[config.mk]
export PLATFORM = sky130hd
export DESIGN_NAME = pipe_phy_ctrl_responder
export DESIGN_NICKNAME = d
export VERILOG_FILES = /design/src/rtl/pipe_phy_ctrl_responder.sv
export SDC_FILE = /design/constraint.sdc
export NUM_CORES = 1
export LEC_CHECK = 0
export CAP_MARGIN = 20
export CORE_ASPECT_RATIO = 1.25
export CORE_UTILIZATION = 53
export CTS_CLUSTER_SIZE = 10
export DETAILED_ROUTE_END_ITERATION = 8
export GPL_ROUTABILITY_DRIVEN = 0
export PLACE_DENSITY = 0.84
export SLEW_MARGIN = 40
export SYNTH_ARGS = -nofsm -noshare
export SYNTH_HDL_FRONTEND = slang
export SYNTH_SLANG_ARGS = --single-unit
[constraint.sdc]
create_clock -name clk -period 4.2 [get_ports clk]
set_input_delay 0.84 -clock clk [delete_from_list [all_inputs] [get_ports clk]]
set_output_delay 0.84 -clock clk [all_outputs]
set_load 0.05 [all_outputs]
[src/rtl/pipe_phy_ctrl_responder.sv]
// PHY-side PIPE control responder: answers MAC powerdown/rate changes and
// receiver-detect requests with programmable-latency PhyStatus/RxStatus handshakes.
module pipe_phy_ctrl_responder #(
    parameter int LANES         = 4,
    parameter int PHYSTATUS_DLY = 8,
    parameter int RXDET_DLY     = 16,
    parameter int RST_HOLD      = 12
) (
    input  logic                 clk,
    input  logic                 rst,
    input  logic [2:0]           pipe_powerdown,
    input  logic [LANES*2-1:0]   pipe_rate,
    input  logic [LANES-1:0]     pipe_txdetectrxloopback,
    input  logic [LANES-1:0]     pipe_txelecidle,
    input  logic [LANES-1:0]     rx_present,
    output logic [LANES-1:0]     pipe_phystatus,
    output logic [LANES*3-1:0]   pipe_rxstatus,
    output logic                 busy
);

    if (PHYSTATUS_DLY < 1 || PHYSTATUS_DLY > 255) begin : g_bad_phystatus_dly
        $error("PHYSTATUS_DLY must be in 1..255");
    end
    if (RXDET_DLY < 1 || RXDET_DLY > 255) begin : g_bad_rxdet_dly
        $error("RXDET_DLY must be in 1..255");
    end
    if (RST_HOLD < 1 || RST_HOLD > 255) begin : g_bad_rst_hold
        $error("RST_HOLD must be in 1..255");
    end

    localparam logic [7:0] PHY_DLY8  = 8'(PHYSTATUS_DLY);
    localparam logic [7:0] DET_DLY8  = 8'(RXDET_DLY);
    localparam logic [7:0] HOLD_CNT8 = 8'(RST_HOLD);
    localparam logic [2:0] PD_P1     = 3'b010;

    typedef enum logic [1:0] {S_RST_HOLD, S_IDLE, S_WAIT, S_PULSE} state_t;

    state_t               state_q, state_d;
    logic [7:0]           cnt_q, cnt_d;
    logic                 is_rxdet_q, is_rxdet_d;
    logic [2:0]           pd_acc_q, pd_acc_d;
    logic [LANES*2-1:0]   rate_acc_q, rate_acc_d;
    logic                 rxdet_armed_q, rxdet_armed_d;
    logic [LANES-1:0]     phystatus_q, phystatus_d;
    logic [LANES*3-1:0]   rxstatus_q, rxstatus_d;
    logic                 busy_q, busy_d;
    logic [LANES*3-1:0]   det_status;

    // Only lane 0 carries the detect request and electrical-idle qualifier.
    logic unused_upper_lanes;
    assign unused_upper_lanes = &{1'b0, pipe_txdetectrxloopback[LANES-1:1],
                                  pipe_txelecidle[LANES-1:1]};

    always_comb begin
        det_status = '0;
        for (int n = 0; n < LANES; n++) begin
            det_status[3*n +: 3] = rx_present[n] ? 3'b011 : 3'b000;
        end
    end

    always_comb begin
        state_d       = state_q;
        cnt_d         = cnt_q;
        is_rxdet_d    = is_rxdet_q;
        pd_acc_d      = pd_acc_q;
        rate_acc_d    = rate_acc_q;
        rxdet_armed_d = rxdet_armed_q | ~pipe_txdetectrxloopback[0];
        phystatus_d   = '0;
        rxstatus_d    = '0;

        case (state_q)
            S_RST_HOLD: begin
                phystatus_d = '1;
                if (cnt_q == HOLD_CNT8) begin
                    state_d     = S_IDLE;
                    cnt_d       = '0;
                    phystatus_d = '0;
                end else begin
                    cnt_d = cnt_q + 8'd1;
                end
            end
            S_IDLE: begin
                if (pipe_powerdown != pd_acc_q) begin
                    pd_acc_d   = pipe_powerdown;
                    cnt_d      = PHY_DLY8;
                    is_rxdet_d = 1'b0;
                    state_d    = S_WAIT;
                end else if (pipe_rate != rate_acc_q) begin
                    rate_acc_d = pipe_rate;
                    cnt_d      = PHY_DLY8;
                    is_rxdet_d = 1'b0;
                    state_d    = S_WAIT;
                end else if (rxdet_armed_q && pipe_txdetectrxloopback[0] &&
                             pipe_txelecidle[0] && pipe_powerdown == PD_P1) begin
                    rxdet_armed_d = 1'b0;
                    cnt_d         = DET_DLY8;
                    is_rxdet_d    = 1'b1;
                    state_d       = S_WAIT;
                end
            end
            S_WAIT: begin
                if (cnt_q == 8'd0) begin
                    state_d     = S_PULSE;
                    phystatus_d = '1;
                    rxstatus_d  = is_rxdet_q ? det_status : '0;
                end else begin
                    cnt_d = cnt_q - 8'd1;
                end
            end
            S_PULSE: begin
                state_d = S_IDLE;
            end
            default: begin
                state_d = S_RST_HOLD;
                cnt_d   = '0;
            end
        endcase

        busy_d = (state_d != S_IDLE);
    end

    always_ff @(posedge clk or posedge rst) begin
        if (rst) begin
            state_q       <= S_RST_HOLD;
            cnt_q         <= '0;
            is_rxdet_q    <= 1'b0;
            pd_acc_q      <= PD_P1;
            rate_acc_q    <= '0;
            rxdet_armed_q <= 1'b1;
            phystatus_q   <= '1;
            rxstatus_q    <= '0;
            busy_q        <= 1'b1;
        end else begin
            state_q       <= state_d;
            cnt_q         <= cnt_d;
            is_rxdet_q    <= is_rxdet_d;
            pd_acc_q      <= pd_acc_d;
            rate_acc_q    <= rate_acc_d;
            rxdet_armed_q <= rxdet_armed_d;
            phystatus_q   <= phystatus_d;
            rxstatus_q    <= rxstatus_d;
            busy_q        <= busy_d;
        end
    end

    assign pipe_phystatus = phystatus_q;
    assign pipe_rxstatus  = rxstatus_q;
    assign busy           = busy_q;

endmodule
==> summary.txt <==
Power and ir drop
  • Leakage: 0.882 nW
  • Switching share of power: 0.438
  • Switching power total: 0.695 mW
  • Sequential Power Share: 0.329
  • Combinational group share of total power: 0.531
  • PD cells: 756 nW/um^2
  • Worst-case vdd ir drop: 504 uV
  • Share of total power in the clock network: 0.140
  • Internal power: 0.891 mW

Floorplanning
  • Total number of placement rows: 23
  • Die Span Y: 67.0 um
  • Standard cell core area: 3220 sq um
  • Horizontal die dimension: 54.0 um
  • Starting density of the core: 0.556
  • Boundary pin count: 42
  • Total die area: 3620 sq um

Worst setup path
  • CP Max Fanout: 10
  • Critical path launch point type: input pin
  • Critical Path AT: 2.97 ns
  • Nature of the critical path endpoint: flop
  • Required time reported for the critical path endpoint: 4.37 ns
  • Kind of critical path: in2reg

Timing
  • Endpoints failing hold: 0
  • Normalized max-slew margin: 0.478
  • Final setup violation count: 0
  • Post-route setup slack: 1.40 ns
  • RSZ-0062 raised after global routing: false
  • Count of pins over their slew limit: 0
  • Fin crit period: 2.80 ns
  • Minimum hold slack: 0.520 ns
  • Slew @ Worst Pin: 0.773 ns
  • Setup skew after layout: 0.00291 ns
  • Final worst path period share: 0.666
  • TNS Setup: 0 ns
  • Fmax: 358 MHz

Cells and area
  • Area added between synthesis and finish: 16.9%
  • Final antenna diode count: 0
  • Post-route insts no fill: 238
  • Fraction of layout cells with a size suffix above 1: 0.139
  • Filler cells: 254
  • Post-layout nets: 231

Logic synthesis
  • Dominant cell by count in the synthesized netlist: dfrtp_1
  • Area fraction of the dominant cell type after synthesis: 0.349
  • Sequential area share after synthesis: 0.408
  • Leading post-synthesis cells by instance count: dfrtp_1 (25), xnor2_1 (12), buf_4 (11), mux2_2 (11), nor2_1 (10)
  • Synth Cell Area: 1790 sq um
  • #FFs+latches synth: 29
  • Fraction of registers with async set or reset after synthesis: 1.00
  • Largest area contributor in the netlist: dfrtp_1
  • Cells after synthesis: 179
  • Number of warning messages in the yosys log: 0
  • Main synth FF type: dfrtp_1
  • Library cells used by synthesis: 47
  • Synth Area per Inst: 10.0 sq um
  • Number of enable flip-flop cells after synthesis: 0
  • Leading cell types by total area after synthesis: dfrtp_1 (35%), mux2_2 (6.9%), dfstp_2 (5.9%), xnor2_1 (5.9%), buf_4 (4.6%)

Clock tree
  • CTS tree: built
  • Clock latency on the worst-skew pair: 0.28 ns
  • Post-CTS Repair Setup Buffers: 0
  • CTS clock-pin slew for the worst setup and hold paths: 0.06 ns
  • Post-CTS Resized: 0
  • Num Clock Sinks: 29
  • Root Buffer: clkbuf_8
  • Number of buffers created by CTS: 5
  • H-tree depth reported by CTS: 2
  • Hold_buf cts: 0
  • Bufs on Longest Clock Path: 2

Route
  • Count of antenna-violating nets left after detailed routing: 0
  • Vias per inst: 5.97
  • Router iterations before antenna repair: 4
  • Via Count: 1421
  • Number of design-rule violations left by the first detailed-router iteration: 40
  • Total routed wirelength: 3690 um
  • Routed WL per cell: 15.5 um
  • Post-route DRC violation count: 0

Global route
  • Wire length of the first global-routing pass: 5870 um
  • Pin count of the biggest net entering global routing: 30
  • Total congestion overflow: 0
  • Via count of the first global-routing pass: 1324
  • Total routing usage reported by global routing: 0.228
  • Number of antenna violations at the first check in global routing: 0

Status
  • Result of the run: completed

Place
  • Placed wire-length estimate after detailed placement: 2770 um
  • Post-placement worst setup slack: 1.13 ns
  • Total placed cells including tap cells: 230
  • Count of buffers inserted at the top-level ports: 31

Min path
  • Hold Path Class: reg2reg

Run
  • Max cap viols: 0
## flip-flops by register name (all words and copies together) (netlist names)
register / count
busy: 1
cnt_q: 8
is_rxdet_q: 1
pd_acc_q: 3
pipe_phystatus: 1
pipe_rxstatus: 4
rate_acc_q: 8
rxdet_armed_q: 1
state_q: 2
## power by group through the flow
stage / Sequential, mW / Combinational (mW) / Clock (mW)
floorplan: 0.492 / 0.721 / 0
global placement: 0.509 / 0.797 / 0
detailed placement: 0.524 / 0.835 / 0
CTS: 0.520 / 0.838 / 0.225
global route: 0.539 / 0.924 / 0.236
finish: 0.522 / 0.842 / 0.221
## per-layer routing
| layer | part of all wire | wire [um] | global-route usage | vias to the layer above |
|---|---|---|---|---|
| met5 | 0 | 0 | 0 | - |
| met1 | 0.38 | 1420 | 0.261 | 682 |
| met4 | 0.016 | 60 | 0.112 | 0 |
| li1 | - | - | - | 678 |
| met2 | 0.54 | 2000 | 0.377 | 55 |
| met3 | 0.057 | 209 | 0.0662 | 6 |
## final cells by class
| cell class | count | area, sq um | share of cell area |
|---|---|---|---|
| clock inverters | 2 | 10.0 | 0.00478 |
| repair buffers | 31 | 310 | 0.148 |
| inverters | 6 | 22.5 | 0.0107 |
| multi-input cells | 127 | 903 | 0.431 |
| well taps | 37 | 46.3 | 0.0221 |
| flip-flops and latches | 29 | 731 | 0.349 |
| clock buffers | 6 | 72.6 | 0.0346 |
## cells in the final DEF, fill, tap and decap left out, types with 5 or more instances in the layout
cell / n
a21oi_1: 7
a31oi_1: 7
and3_1: 6
clkbuf_8: 5
clkdlybuf4s50_1: 31
dfrtp_1: 25
ha_1: 6
inv_1: 5
mux2_2: 11
nand2_1: 7
nand3_1: 8
nand4_1: 5
nor2_1: 10
xnor2_1: 12
## final timing paths
kind,start,endpoint,slack [ns],cells after the start
worst max-delay path,pipe_rate[4],cnt_q[4]$_DFFE_PP0P_,1.40,6
min in group asynchronous,rst,rate_acc_q[0]$_DFFE_PP0P_,0.94,2
worst min-delay path,rxdet_armed_q$_DFF_PP1_,rxdet_armed_q$_DFF_PP1_,0.52,2
max in group asynchronous,rst,cnt_q[0]$_DFFE_PP0P_,2.87,2
worst max register to register,cnt_q[0]$_DFFE_PP0P_,state_q[0]$_DFF_PP0_,1.70,7
worst min register to register,rxdet_armed_q$_DFF_PP1_,rxdet_armed_q$_DFF_PP1_,0.52,2
## per-stage QoR
| stage | instance area (sq um) | power, mW | util |
|---|---|---|---|
| detailed placement | 2010 | 1.36 | 0.625 |
| finish | 2100 | 1.59 | 0.650 |
| floorplan | 1800 | 1.21 | - |
| CTS | 2100 | 1.58 | 0.650 |
| global placement | 2010 | 1.31 | 0.625 |
| global route | 2100 | 1.70 | 0.650 |
## cell families after synthesis
logic type      share of synthesized area
compound gates                      0.144
xor+xnor                           0.0586
fa+ha+maj                          0.0419
buf+inv                            0.0949
flops                               0.408
mux                                0.0858
other cells                       0.00209
simple gates                        0.165
## worst max-delay path, cell delays in order
cell,delay (ns)
clkdlybuf4s50_1,0.50
xnor2_1,0.13
nand4_1,0.23
or4_1,0.78
and2_4,0.30
a22o_1,0.19
No activity file was read; power rests on OpenSTA's default activity.
